### src/rtl/wb_pkg.sv
// Shared widths and the writeback request payload for the WB write arbiter.
package wb_pkg;

  localparam int unsigned ADDR_W = 5;
  localparam int unsigned DATA_W = 32;

  // One pending register-file write: destination and value.
  typedef struct packed {
    logic [ADDR_W-1:0] dst;
    logic [DATA_W-1:0] data;
  } wb_req_t;

endpackage

### src/rtl/wb_write_arbiter_if.sv
// Bus bundle between the pipeline, the long-latency unit, decode and the arbiter.
//  master: drives pipe_*, lu_valid/dst/data, regS/regT, hlt; sees results.
//  slave : the arbiter; drives lu_ready, we, dst_reg_WB, dst_reg_data_WB,
//          pend_S, pend_T, drained.
interface wb_write_arbiter_if;
  import wb_pkg::*;

  logic              pipe_we;
  logic [ADDR_W-1:0] pipe_dst;
  logic [DATA_W-1:0] pipe_data;
  logic              lu_valid;
  logic [ADDR_W-1:0] lu_dst;
  logic [DATA_W-1:0] lu_data;
  logic              lu_ready;
  logic              we;
  logic [ADDR_W-1:0] dst_reg_WB;
  logic [DATA_W-1:0] dst_reg_data_WB;
  logic [ADDR_W-1:0] regS;
  logic [ADDR_W-1:0] regT;
  logic              pend_S;
  logic              pend_T;
  logic              hlt;
  logic              drained;

  modport master (
    output pipe_we, pipe_dst, pipe_data, lu_valid, lu_dst, lu_data,
           regS, regT, hlt,
    input  lu_ready, we, dst_reg_WB, dst_reg_data_WB, pend_S, pend_T, drained
  );

  modport slave (
    input  pipe_we, pipe_dst, pipe_data, lu_valid, lu_dst, lu_data,
           regS, regT, hlt,
    output lu_ready, we, dst_reg_WB, dst_reg_data_WB, pend_S, pend_T, drained
  );

endinterface

### src/rtl/wb_queue.sv
// Synchronous FIFO of long-latency writeback results with per-entry valid
// bits and two CAM lookups used for hazard reporting.
//  clk, rst_n            clock, synchronous active-low reset
//  push_i, push_req_i    enqueue request (ignored when full)
//  pop_i, head_o         dequeue request (ignored when empty) and head entry
//  empty_o, full_o       occupancy flags from the registered count
//  reg_s_i/reg_t_i       lookup addresses
//  match_s_o/match_t_o   address matches some valid entry
module wb_queue
  import wb_pkg::*;
#(
  parameter int unsigned DEPTH = 4
) (
  input  logic              clk,
  input  logic              rst_n,
  input  logic              push_i,
  input  wb_req_t           push_req_i,
  input  logic              pop_i,
  output wb_req_t           head_o,
  output logic              empty_o,
  output logic              full_o,
  input  logic [ADDR_W-1:0] reg_s_i,
  input  logic [ADDR_W-1:0] reg_t_i,
  output logic              match_s_o,
  output logic              match_t_o
);

  localparam int unsigned PTR_W = $clog2(DEPTH);
  localparam int unsigned CNT_W = PTR_W + 1;

  wb_req_t            mem_q [DEPTH];
  logic [DEPTH-1:0]   valid_q, valid_d;
  logic [PTR_W-1:0]   wr_ptr_q, rd_ptr_q;
  logic [CNT_W-1:0]   count_q, count_d;
  logic               do_push, do_pop;
  logic [DEPTH-1:0]   hit_s, hit_t;

  assign empty_o = (count_q == '0);
  assign full_o  = (count_q == CNT_W'(DEPTH));
  assign do_push = push_i && !full_o;
  assign do_pop  = pop_i && !empty_o;
  assign head_o  = mem_q[rd_ptr_q];

  // Next occupancy and valid bits; push and pop never target the same slot.
  always_comb begin
    valid_d = valid_q;
    count_d = count_q + CNT_W'(do_push) - CNT_W'(do_pop);
    if (do_pop)  valid_d[rd_ptr_q] = 1'b0;
    if (do_push) valid_d[wr_ptr_q] = 1'b1;
  end

  always_ff @(posedge clk) begin
    if (!rst_n) begin
      wr_ptr_q <= '0;
      rd_ptr_q <= '0;
      count_q  <= '0;
      valid_q  <= '0;
    end else begin
      if (do_push) begin
        mem_q[wr_ptr_q] <= push_req_i;
        wr_ptr_q        <= wr_ptr_q + PTR_W'(1);
      end
      if (do_pop) rd_ptr_q <= rd_ptr_q + PTR_W'(1);
      valid_q <= valid_d;
      count_q <= count_d;
    end
  end

  // Destination CAM over valid entries only.
  for (genvar g = 0; g < DEPTH; g++) begin : g_cam
    assign hit_s[g] = valid_q[g] && (mem_q[g].dst == reg_s_i);
    assign hit_t[g] = valid_q[g] && (mem_q[g].dst == reg_t_i);
  end

  assign match_s_o = |hit_s;
  assign match_t_o = |hit_t;

endmodule

### src/rtl/wb_write_arbiter.sv
// Single writer for the register-file write port. In-order pipeline
// writebacks take priority; long-latency results wait in wb_queue and are
// written in arrival order whenever the pipeline is not writing.
//  clk, rst_n  clock, synchronous active-low reset
//  bus         wb_write_arbiter_if slave: pipe/lu requests in, RF write port,
//              pend_S/pend_T hazard flags and drained status out
module wb_write_arbiter
  import wb_pkg::*;
#(
  parameter int unsigned DEPTH = 4
) (
  input  logic                    clk,
  input  logic                    rst_n,
  wb_write_arbiter_if.slave       bus
);

  logic              q_empty, q_full;
  logic              match_s, match_t;
  logic              ready_c, push_c, pipe_go_c, pop_c;
  wb_req_t           lu_req_c, head_c;
  logic              we_q, we_d;
  logic [ADDR_W-1:0] dst_q, dst_d;
  logic [DATA_W-1:0] data_q, data_d;
  logic              unused_hlt;

  // Halt only tells the core to stop issuing; the queue keeps draining.
  assign unused_hlt = bus.hlt;

  // Ready comes from the registered count only; no credit for a same-cycle pop.
  assign ready_c   = rst_n && !q_full;
  // R0 results complete the handshake but are never stored.
  assign push_c    = bus.lu_valid && ready_c && (bus.lu_dst != '0);
  assign pipe_go_c = bus.pipe_we && (bus.pipe_dst != '0);
  assign pop_c     = !pipe_go_c && !q_empty;

  assign lu_req_c.dst  = bus.lu_dst;
  assign lu_req_c.data = bus.lu_data;

  wb_queue #(.DEPTH(DEPTH)) u_queue (
    .clk        (clk),
    .rst_n      (rst_n),
    .push_i     (push_c),
    .push_req_i (lu_req_c),
    .pop_i      (pop_c),
    .head_o     (head_c),
    .empty_o    (q_empty),
    .full_o     (q_full),
    .reg_s_i    (bus.regS),
    .reg_t_i    (bus.regT),
    .match_s_o  (match_s),
    .match_t_o  (match_t)
  );

  // Write-port mux: pipeline first, then queue head; idle holds addr/data.
  always_comb begin
    we_d   = 1'b0;
    dst_d  = dst_q;
    data_d = data_q;
    if (pipe_go_c) begin
      we_d   = 1'b1;
      dst_d  = bus.pipe_dst;
      data_d = bus.pipe_data;
    end else if (pop_c) begin
      we_d   = 1'b1;
      dst_d  = head_c.dst;
      data_d = head_c.data;
    end
  end

  always_ff @(posedge clk) begin
    if (!rst_n) begin
      we_q   <= 1'b0;
      dst_q  <= '0;
      data_q <= '0;
    end else begin
      we_q   <= we_d;
      dst_q  <= dst_d;
      data_q <= data_d;
    end
  end

  assign bus.lu_ready        = ready_c;
  assign bus.we              = we_q;
  assign bus.dst_reg_WB      = dst_q;
  assign bus.dst_reg_data_WB = data_q;

  // A head being popped is still in the queue this cycle, so it stays pending.
  assign bus.pend_S = (bus.regS != '0) &&
                      (match_s || (push_c && (bus.lu_dst == bus.regS)));
  assign bus.pend_T = (bus.regT != '0) &&
                      (match_t || (push_c && (bus.lu_dst == bus.regT)));

  assign bus.drained = q_empty && !we_q;

endmodule

### src/flat_wrapper.sv
// flat-port wrapper written by rule: the top's interface ports become plain ports
module wb_write_arbiter_flat import wb_pkg::*;
#(
  parameter int unsigned DEPTH = 4
)
  (clk, rst_n, bus_pipe_we, bus_pipe_dst, bus_pipe_data, bus_lu_valid, bus_lu_dst, bus_lu_data, bus_regS, bus_regT, bus_hlt, bus_lu_ready, bus_we, bus_dst_reg_WB, bus_dst_reg_data_WB, bus_pend_S, bus_pend_T, bus_drained);
  wb_write_arbiter_if bus_i ();
  input  logic clk;
  input  logic rst_n;
  input wire logic [$bits(bus_i.pipe_we)-1:0] bus_pipe_we;
  input wire logic [$bits(bus_i.pipe_dst)-1:0] bus_pipe_dst;
  input wire logic [$bits(bus_i.pipe_data)-1:0] bus_pipe_data;
  input wire logic [$bits(bus_i.lu_valid)-1:0] bus_lu_valid;
  input wire logic [$bits(bus_i.lu_dst)-1:0] bus_lu_dst;
  input wire logic [$bits(bus_i.lu_data)-1:0] bus_lu_data;
  input wire logic [$bits(bus_i.regS)-1:0] bus_regS;
  input wire logic [$bits(bus_i.regT)-1:0] bus_regT;
  input wire logic [$bits(bus_i.hlt)-1:0] bus_hlt;
  output wire logic [$bits(bus_i.lu_ready)-1:0] bus_lu_ready;
  output wire logic [$bits(bus_i.we)-1:0] bus_we;
  output wire logic [$bits(bus_i.dst_reg_WB)-1:0] bus_dst_reg_WB;
  output wire logic [$bits(bus_i.dst_reg_data_WB)-1:0] bus_dst_reg_data_WB;
  output wire logic [$bits(bus_i.pend_S)-1:0] bus_pend_S;
  output wire logic [$bits(bus_i.pend_T)-1:0] bus_pend_T;
  output wire logic [$bits(bus_i.drained)-1:0] bus_drained;
  assign bus_i.pipe_we = bus_pipe_we;
  assign bus_i.pipe_dst = bus_pipe_dst;
  assign bus_i.pipe_data = bus_pipe_data;
  assign bus_i.lu_valid = bus_lu_valid;
  assign bus_i.lu_dst = bus_lu_dst;
  assign bus_i.lu_data = bus_lu_data;
  assign bus_i.regS = bus_regS;
  assign bus_i.regT = bus_regT;
  assign bus_i.hlt = bus_hlt;
  assign bus_lu_ready = bus_i.lu_ready;
  assign bus_we = bus_i.we;
  assign bus_dst_reg_WB = bus_i.dst_reg_WB;
  assign bus_dst_reg_data_WB = bus_i.dst_reg_data_WB;
  assign bus_pend_S = bus_i.pend_S;
  assign bus_pend_T = bus_i.pend_T;
  assign bus_drained = bus_i.drained;
  wb_write_arbiter #(.DEPTH(DEPTH)) u_core (.clk(clk), .rst_n(rst_n), .bus(bus_i));
endmodule
### config.mk
export PLATFORM = sky130hd
export DESIGN_NAME = wb_write_arbiter_flat
export DESIGN_NICKNAME = d
export VERILOG_FILES = /design/src/rtl/wb_pkg.sv /design/src/rtl/wb_write_arbiter_if.sv /design/src/rtl/wb_queue.sv /design/src/rtl/wb_write_arbiter.sv /design/src/flat_wrapper.sv
export SDC_FILE = /design/constraint.sdc
export NUM_CORES = 1
export LEC_CHECK = 0
export ABC_CLOCK_PERIOD_IN_PS = 3050
export BUFFER_PORTS_ARGS = -buffer_cell sky130_fd_sc_hd__buf_4
export CORE_ASPECT_RATIO = 0.75
export CORE_MARGIN = 2
export CORE_UTILIZATION = 51
export CTS_CLUSTER_DIAMETER = 50
export DETAILED_ROUTE_END_ITERATION = 7
export GPL_TIMING_DRIVEN = 1
export HOLD_SLACK_MARGIN = 0.08
export PLACE_DENSITY = 0.76
export SYNTH_ARGS = -nofsm -noshare
export SYNTH_HDL_FRONTEND = slang
export SYNTH_HIERARCHICAL = 1
export SYNTH_SLANG_ARGS = --single-unit
### constraint.sdc
create_clock -name clk -period 3.05 [get_ports clk]
set_input_delay 0.305 -clock clk [delete_from_list [all_inputs] [get_ports clk]]
set_output_delay 0.305 -clock clk [all_outputs]
set_load 0.02 [all_outputs]
# Yosys cells after proc, flatten, opt, wreduce, memory -nomap -nowiden

Memories as Yosys holds them, arrays and structs flattened. A register that Yosys moved wholly into a read port is not among the register bits.
Index checks and enable logic that the tools add are counted.

Word-level logic and storage cells: 83
Bits in registers: 49
Memories: 1
Bits of input ports: 89
Output and inout bits: 42
RAM bits: 148

Memories:

| memory               | words | width | read ports | clocked after memory_dff | write ports | line           | text |
|---|---|---|---|---|---|---|---|
| u_core.u_queue.mem_q | 4     | 37    | 5          | 1                        | 1           | wb_queue.sv:31 | `wb_req_t mem_q [DEPTH];` |

$lt $le $gt $ge: 4
Mux-type cells: 17
Add/subtract/negate cells: 4
Bitwise gates (word level): 3
Equality and inequality tests: 11
Reduce and logical (&&, ||, !) cells: 36

Operator list:

| cell                                                              | number |
|---|---|
| 2-to-1 mux 32 bit                                                 | 2 |
| equality test 5 bit                                               | 10 |
| logical AND 1 bit                                                 | 22 |
| nonzero test 5 bit                                                | 4 |
| 2-to-1 mux 5 bit                                                  | 2 |
| 2-to-1 mux 4 bit                                                  | 2 |
| OR reduction 4 bit                                                | 2 |
| 2-to-1 mux 1 bit                                                  | 7 |
| < comparator 2 x 3 -> 1 bit, second input constant                | 2 |
| adder 2 x 1 -> 2 bit, second input constant                       | 2 |
| AND 4 bit                                                         | 1 |
| demux 1 bit (select 2 bit)                                        | 2 |
| greater-or-equal comparator 2 x 1 -> 1 bit, second input constant | 2 |
| zero test 1 bit                                                   | 4 |
| 2-to-1 mux 2 bit                                                  | 2 |
| inverter 4 bit                                                    | 1 |
| OR 4 bit                                                          | 1 |
| adder 3 x 1 -> 3 bit                                              | 1 |
| equality test 3 bit, second input constant                        | 1 |
| zero test 3 bit                                                   | 1 |
| subtractor 3 x 1 -> 3 bit                                         | 1 |
| logical OR 1 bit                                                  | 2 |
| nonzero test 2 bit                                                | 1 |

# Logic depth before layout (Yosys ltp)

Gate-level depths: netlist (run 1).

Depth in word-level cells: 9
Depth in mapped cells: 15

# Modules after synthesis

Netlist (run 1), hierarchy kept.

By module, submodules not included:

| module           | instances | area an instance (um^2) | seq. area each (um^2) | cells an instance |
|---|---|---|---|---|
| wb_queue         | 1         | 6,537.5                 | 4,704.5               | 320 |
| wb_write_arbiter | 1         | 1,951.9                 | 760.7                 | 194 |

# Worst setup path after synthesis (run 1)

Ideal clock, no wire load.

Path type: input-to-reg
Start point: input port bus_pipe_dst[1]
End point: register u_core.u_queue.count_q[2]
Buffers on the path: 3
Setup time: 115 ps
Stages: 15
Arrival: 2,866 ps
Path slack: 69 ps
Data required time: 2,935 ps
Cell sequence: or4_1 o21ai_1 buf_4 buf_4 nor2b_1 nor2b_1 buf_4 ha_1 inv_1 ha_1 inv_1 fa_1 xnor2_1 xnor2_1 and2_1

Longest elaborated chain between the ends: 6

RTL lines:

| item                      | line                   | text |
|---|---|---|
| start, declared           | flat_wrapper.sv:11     | `input wire logic [$bits(bus_i.pipe_dst)-1:0] bus_pipe_dst;` |
| nonzero test 5 bit        | wb_write_arbiter.sv:33 | `assign pipe_go_c = bus.pipe_we && (bus.pipe_dst != '0);` |
| logical AND 1 bit         | wb_write_arbiter.sv:33 |  |
| zero test 1 bit           | wb_write_arbiter.sv:34 | `assign pop_c = !pipe_go_c && !q_empty;` |
| logical AND 1 bit         | wb_write_arbiter.sv:34 |  |
| net u_core.pop_c          | wb_write_arbiter.sv:19 | `logic ready_c, push_c, pipe_go_c, pop_c;` |
| logical AND 1 bit         | wb_queue.sv:41         | `assign do_pop = pop_i && !empty_o;` |
| subtractor 3 x 1 -> 3 bit | wb_queue.sv:47         | `count_d = count_q + CNT_W'(do_push) - CNT_W'(do_pop);` |
| end signal, assigned      | wb_queue.sv:65         | `count_q <= count_d;` |
| end, declared             | wb_queue.sv:34         | `logic [CNT_W-1:0] count_q, count_d;` |

The timed path passes the listed nets, and every way through them passes these cells.
A chain may end at the register's enable or synchronous reset.

# Worst setup path after layout (run 1)

Start point: register u_core.u_queue.count_q[1]
End point: memory u_core/u_queue/mem_q[3][20] in the netlist's numbering (enable)

Longest elaborated chain between the ends: 9

RTL lines:

| item                                   | line                   | text |
|---|---|---|
| equality test 3 bit                    | wb_queue.sv:39         | `assign full_o = (count_q == CNT_W'(DEPTH));` |
| net u_core.q_full                      | wb_write_arbiter.sv:17 | `logic q_empty, q_full;` |
| zero test 1 bit                        | wb_write_arbiter.sv:30 | `assign ready_c = rst_n && !q_full;` |
| logical AND 1 bit                      | wb_write_arbiter.sv:30 |  |
| logical AND 1 bit (2 in series)        | wb_write_arbiter.sv:32 | `assign push_c = bus.lu_valid && ready_c && (bus.lu_dst != '0);` |
| net u_core.push_c                      | wb_write_arbiter.sv:19 |  |
| logical AND 1 bit                      | wb_queue.sv:40         | `assign do_push = push_i && !full_o;` |
| 2-to-1 mux 1 bit                       | wb_queue.sv:59         | `if (do_push) begin` |
| 2-to-1 mux 1 bit                       | wb_queue.sv:53         | `if (!rst_n) begin` |
| 2-to-1 mux 1 bit (implied by the code) | wb_queue.sv:60         | `mem_q[wr_ptr_q] <= push_req_i;` |
| end, declared                          | wb_queue.sv:31         |  |

The timed path passes the listed nets, and every way through them passes these cells.

==> impl_results.md, run 1 <==
- Unrepaired setup endpoints after global routing: no
- Placed Cells: 833
- Ys Warns: 6
- Slew headroom: 0.265
- Post-Syn Area: 8490 µm²
- Core area: 16200 µm²
- Final wirelength: 18200 µm
- Clock power share: 0.289
- EDFF count, synth: 148
- Critical path data arrival time: 2.79 ns
- DRC violation count after routing: 0
- Tmin final: 2.74 ns
- Clock Latency Late Sink: 0.43 ns
- Top cells by area, synth: edfxtp_1, dfxtp_1, mux4_2
- Clock Path Buffers: 2
- Max_cap viols: 0
- Endpoints failing hold: 0
- Die W: 153 µm
- Worst Hold Class: input pin to flop
- H-Tree Depth: 4
- Placer Congestion: 0.885
- Pint: 0.00519 W
- Post-synth top area share: 0.524
- Total Routing Usage GR: 0.212
- Cell Pwr Density: 690 nW/µm²
- I/O pin count: 131
- Post-synthesis sequential area ratio: 0.644
- Status: finished clean
- Clock Skew: 0.0112 ns
- Filler Cell Count: 1143
- Clock-pin slew on the worst setup and hold paths: 0.07 ns
- Post-synthesis async set-or-reset flop share: 0
- Crit path to: u_core/u_queue/mem_q[3][20]
- Leakage: 4.20 nW
- Fin nets: 774
- Gate Count Post-Synth: 514
- Largest net degree at the start of global routing: 74
- Flop-to-flop setup slack: 0.31 ns
- Comb pwr share: 0.261
- Nature of the critical path endpoint: flop
- Area of the multi-input gates: 2790 µm²
- Switching share of power: 0.281
- Drt first pass iters: 6
- Place WS: 0.0925 ns
- NetSw: 0.00203 W
- CP startpoint kind: flop
- # port buffers: 129
- Number of vias per cell: 5.57
- Post-synth top area cell: edfxtp_1
- Final setup margin: 0.306 ns
- Setup violators final: 0
- CTS hold repair buffers: 32
- Worst r2r src: u_core/u_queue/count_q[1]
- Routed via count: 5005
- Worst-Margin Slew: 1.10 ns
- Post-CTS sizing: 0
- Worst endpoint required time: 3.10 ns
- Ys flop type: edfxtp_1
- Total gr overflow: 0
- Die area: 17700 µm²
- 1st-iter DRT viols: 384
- TritonCTS clock tree: done
- Global-route wire length before repair: 28000 µm
- FF+latch count, synth: 199
- Critical path class: flop to flop
- Clock buffer count from CTS: 17
- Fin crit share: 0.900
- Maximum operating frequency: 0.364 GHz
- Initial antenna violation count: 1
- Final ANT Viol Nets: 0
- Cell Count, Final, Fillers Out: 898
- Area delta synth->final: 23.2%
- HPWL Detailed: 11600 µm
- Worst vdd ir: 496 µV
- FF-to-FF path depth: 6
- Syn Area/Cell: 16.5 µm²
- Critical path peak fanout: 37
- Sink Count: 199
- Fraction of layout cells with a size suffix above 1: 0.310
- Root Driver: clkbuf_16
- Vias in the first global route: 5080
- Seq pwr share: 0.449
- Post-Syn Nets: 614
- DR WL/cell: 20.2 µm
- Library cells used by synthesis: 37
- Starting Density: 0.525
- Final Max Slew Viols: 0
- Reg area: 5470 µm²
- Die height: 116 µm
- Row Count: 40
- Setup TNS: 0 ns
- Crit. Startpoint: u_core/u_queue/count_q[1]
- Setup bufs post-CTS: 0
- Util after Layout: 0.647
- Critical R2R Capture: u_core/u_queue/mem_q[3][20]
-- area by class of cell --
cell class | count | share of cell area
Antenna cell | 1 | 0.000239
Timing Repair Buffer | 170 | 0.131
Inverter | 7 | 0.00251
Clock inverter | 13 | 0.00981
Multi-Input combinational cell | 279 | 0.266
Tap cell | 210 | 0.0251
Clock buffer | 19 | 0.0423
Sequential cell | 199 | 0.523
-- power by group through the flow --
| stage | logic (W) | registers, W | clock network [W] |
|---|---|---|---|
| 6_report | 0.00189 | 0.00324 | 0.00209 |
| 5_1_grt | 0.00203 | 0.00327 | 0.00223 |
| 4_1_cts | 0.00189 | 0.00325 | 0.00213 |
| 3_5_place_dp | 0.00185 | 0.00331 | 0 |
| 3_3_place_gp | 0.00179 | 0.00329 | 0 |
| 2_1_floorplan | 0.00128 | 0.00334 | 0 |
-- sequential cells by signal, indices dropped and copies added (netlist names), named ones only --
name	cells
u_core/u_queue/wr_ptr_q	2
u_core/u_queue/valid_q	4
u_core/bus.we	1
u_core/u_queue/count_q	3
u_core/u_queue/rd_ptr_q	2
u_core/bus.dst_reg_WB	5
u_core/u_queue/mem_q	148
u_core/bus.dst_reg_data_WB	32
-- layer usage --
metal,global-route usage,up-vias,share of wire
met4,0.0599,0,0.0092
li1,-,2301,-
met2,0.346,211,0.47
met1,0.286,2475,0.44
met5,0,-,0
met3,0.0598,18,0.075
-- placed cells by master, fill, tap and decap left out, types with 3 or more instances in the layout --
master	instances
a22oi_1	6
and2_1	5
and3_2	4
buf_4	137
clkbuf_16	17
clkinv_2	5
clkinvlp_4	3
dfxtp_1	49
dlygate4sd3_1	32
edfxtp_1	148
ha_1	10
inv_1	7
mux2i_1	37
mux4_1	3
mux4_2	34
nand2_1	39
nand3_1	6
nor2b_1	13
nor3_1	4
nor4_1	8
o211a_1	36
xnor2_1	16
xor2_1	38
-- how the worst min path moves through the flow --
stage,startpoint,endpoint,depth (start not counted)
after floorplan,bus_lu_data[0],u_core/u_queue/mem_q[0][0],0
after global placement,bus_lu_data[27],u_core/u_queue/mem_q[0][27],1
after detailed placement,bus_lu_data[15],u_core/u_queue/mem_q[1][15],1
after CTS,bus_pipe_data[13],u_core/bus.dst_reg_data_WB[13],2
after global routing,bus_pipe_data[31],u_core/bus.dst_reg_data_WB[31],2
final,bus_pipe_data[1],u_core/bus.dst_reg_data_WB[1],2
-- synthesized netlist by cell type (6+ instances only) --
cell / number
buf_2: 8
xnor2_1: 16
nand2_1: 39
a22oi_1: 6
o211a_1: 36
mux4_2: 34
ha_1: 10
nand3_1: 6
nor4_1: 8
inv_1: 7
buf_4: 6
mux2i_1: 37
dfxtp_1: 51
clkbuf_1: 6
edfxtp_1: 148
nor2b_1: 13
xor2_1: 38
-- kinds of logic after synthesis --
family,count (synthesis),synth area share
AO/OA/AOI/OAI,50,0.0539
multiplexers,76,0.146
XOR/XNOR,54,0.0557
adder cells (fa/ha/maj),11,0.0171
AND/OR/NAND/NOR,88,0.0536
buffers and inverters,36,0.0301
flip-flops,199,0.644
-- stage by stage --
step	total power [W]	hold slack, ns	cell area [µm²]
after floorplan	0.00462	0.404	8490
after global placement	0.00508	0.504	9590
after detailed placement	0.00515	0.509	9590
after CTS	0.00727	0.0967	10500
after global routing	0.00753	0.0935	10500
final	0.00722	0.110	10500
-- worst max-delay path: stages (launching register included) --
cell and delay [ns]:
dfxtp_1 0.48, nor3b_2 0.12, nor2b_1 0.20, o211a_1 0.23, nor2b_2 0.20, buf_4 0.19
and3_2 0.94
Power figures use the tool's default switching activity.
==> run 2, diff against run 1 <==
ABC_CLOCK_PERIOD_IN_PS = default   (was 3050)
SYNTH_HIERARCHICAL = default   (was 1)
==> run 2 against run 1 <==
Sequential power rose by 2%. Global-route usage barely moved. Critical path type is now flop to output port. Count of clock-buffer cells in the layout unchanged.
==> impl_results.md, run 2 <==
- Status: finished clean
- Syn Area/Cell: 16.2 µm² (-1.8%)
- Die area: 17500 µm² (-1.0%)
- Crit. Startpoint: u_core.u_queue.mem_q[1][32]
- Reg with most FFs: u_core.u_queue.mem_q
- Root Driver: clkbuf_16
- Worst endpoint required time: 2.74 ns (-0.36 ns)
- Tmin final: 2.62 ns (-0.121 ns)
- Core area: 16100 µm² (-0.62%)
- Sink Count: 199 (unchanged)
- Total gr overflow: 0 (unchanged)
- Clock Skew: 0.0153 ns (+0.00416 ns)
- Final wirelength: 18200 µm (+0.43%)
- Top-count cell post-synth: edfxtp_1
- H-Tree Depth: 4 (unchanged)
- Top cells by area, synth: edfxtp_1, dfxtp_1, mux4_2
- CP startpoint kind: flop
- FF+latch count, synth: 199 (unchanged)
- Area of the multi-input gates: 2750 µm² (-1.4%)
- EDFF count, synth: 148 (unchanged)
- Cell Count, Final, Fillers Out: 892 (-0.67%)
- Max reg flops: 148 (unchanged)
- Gate Count Post-Synth: 518 (+0.78%)
- Most frequent cells in the layout: edfxtp_1, buf_4, dfxtp_1
- Critical path peak fanout: 3 (-92%)
- I/O pin count: 131 (unchanged)
- Number of vias per cell: 5.54 (-0.51%)
- Cell Pwr Density: 728 nW/µm² (+5.5%)
- N_diodes: 0 (-1)
- Clock Path Buffers: 2 (unchanged)
- Placed Cells: 828 (-0.60%)
- Setup violators final: 0 (unchanged)
- Critical path class: flop to output port
- CTS hold repair buffers: 32 (unchanged)
- Reg area: 5470 µm² (unchanged)
- Fin nets: 768 (-0.78%)
- CP Cell Sequence: xor2_1, nor4_1, nand3_1, and4_1, a21oi_1, buf_4
- DR WL/cell: 20.5 µm (+1.1%)
- HPWL Detailed: 11400 µm (-1.4%)
- Clock Latency Late Sink: 0.43 ns (about the same)
- Fin crit share: 0.860 (-0.0397)
- Post-CTS sizing: 0 (unchanged)
- Endpoints failing hold: 0 (unchanged)
- Critical path data arrival time: 2.32 ns (-0.47 ns)
- Final ANT Viol Nets: 0 (unchanged)
- Row Count: 40 (unchanged)
- Ys Warns: 0 (-6)
- Unrepaired setup endpoints after global routing: no
- DRC violation count after routing: 0 (unchanged)
- Worst vdd ir: 484 µV (-2.4%)
- Die height: 115 µm (-0.50%)
- # port buffers: 129 (unchanged)
- Library cells used by synthesis: 33 (-11%)
- TritonCTS clock tree: done
- Leakage: 4.14 nW (-1.4%)
- Ys flop type: edfxtp_1
- Setup bufs post-CTS: 0 (unchanged)
- Drt first pass iters: 5 (-1)
- Worst-path cell with the longest stage delay: nor4_1
- Post-synthesis async set-or-reset flop share: 0 (unchanged)
- Flop-to-flop setup slack: 0.61 ns (+0.30 ns)
- Commonest non-fill, non-tap cell in the layout: edfxtp_1
- Filler Cell Count: 1141 (-0.17%)
- Global-route wire length before repair: 27900 µm (-0.12%)
- Final Max Slew Viols: 0 (unchanged)
- Worst-Margin Slew: 1.06 ns (-0.0454 ns)
- Setup TNS: 0 ns (unchanged)
- Clock-pin slew on the worst setup and hold paths: 0.08 ns (about the same)
- Maximum operating frequency: 0.381 GHz (+4.6%)
- Area delta synth->final: 24.5%
- 1st-iter DRT viols: 358 (-6.8%)
- Post-Syn Area: 8400 µm² (-1.0%)
- Placer Congestion: 0.844 (-4.6%)
- Post-synth top area cell: edfxtp_1
- Post-synthesis sequential area ratio: 0.650 (+0.00671)
- Post-synth top cells: edfxtp_1, dfxtp_1, xor2_1
- Nature of the critical path endpoint: output port
- Max_cap viols: 0 (unchanged)
- Delay-heaviest family, CP: simple AND/OR/NAND/NOR gates
- Post-Syn Nets: 617 (+0.49%)
- Die W: 152 µm (-0.51%)
- Total Routing Usage GR: 0.213 (+0.000464)
- Vias in the first global route: 5007 (-1.4%)
- Routed via count: 4946 (-1.2%)
- Buffers & Inverters on Critical Path: 1 (unchanged)
- Worst r2r src: u_core.u_queue.count_q[1]
- Min-delay src: bus_pipe_data[15]
- Slew headroom: 0.295 (+0.0303)
- Largest net degree at the start of global routing: 74 (unchanged)
- Starting Density: 0.523 (-0.00218)
- Slowest stage delay, CP: 0.49 ns (-0.45 ns)
- Worst Hold Class: input pin to flop
- Post-synth top area share: 0.529 (+0.00546)
- Fraction of layout cells with a size suffix above 1: 0.315 (+0.00521)
- Initial antenna violation count: 0 (-1)
- Clock buffer count from CTS: 17 (unchanged)
-- run 2: cell types whose count changed in the layout (fill, tap and decap cells not counted), sizes merged, moves of 4 or more --
cell    before  now
and3         6    0
a21boi       1    6
o21a         0    4
and2         5   10
nor2b       14    5
a22oi        6    2
-- run 2: routing by layer --
layer,vias to the layer above,wire [µm],global-route usage
met5,-,0,0
met4,0,239,0.0617
met3,19,955,0.0490
met1,2499,7920,0.283
li1,2272,-,-
met2,156,9120,0.359
-- run 2: power breakdown --
group          switching, W  internal, W  total [W]
registers          0.000173      0.00315    0.00332
logic              0.000979      0.00103    0.00201
clock network       0.00103      0.00126    0.00229
-- run 2: layout make-up --
cell class                      instances  share of cell area
Clock buffer                           19              0.0423
Clock inverter                         13              0.0159
Inverter                                5             0.00179
Multi-Input combinational cell        276               0.263
Sequential cell                       199               0.523
Tap cell                              210              0.0251
Timing Repair Buffer                  170               0.130
-- run 2: path summary, 6_finish.rpt --
path                               endpoint  cells after the start
min reg2reg      u_core.u_queue.wr_ptr_q[1]                      2
max reg2reg     u_core.u_queue.mem_q[1][35]                      5
min          u_core.bus.dst_reg_data_WB[15]                      2
max                              bus_pend_S                      6
-- run 2: cell families after synthesis --
family | Yosys count | share of synthesized area
mux | 75 | 0.145
buf+inv | 43 | 0.0246
fa+ha+maj | 10 | 0.0158
compound gates | 52 | 0.0560
xor+xnor | 55 | 0.0573
simple gates | 84 | 0.0511
flops | 199 | 0.650
-- run 2: metrics by stage --
| stage | hold WS [ns] | util | setup slack [ns] | instance area (µm²) | power, W |
|---|---|---|---|---|---|
| 2_1_floorplan | 0.404 | - | 0.349 | 8400 | 0.00477 |
| 3_5_place_dp | 0.508 | 0.593 | 0.312 | 9530 | 0.00536 |
| 3_3_place_gp | 0.478 | 0.593 | 0.382 | 9530 | 0.00529 |
| 4_1_cts | 0.0951 | 0.651 | 0.451 | 10500 | 0.00767 |
| 6_report | 0.104 | 0.651 | 0.427 | 10500 | 0.00762 |
| 5_1_grt | 0.0955 | 0.651 | 0.305 | 10500 | 0.00794 |
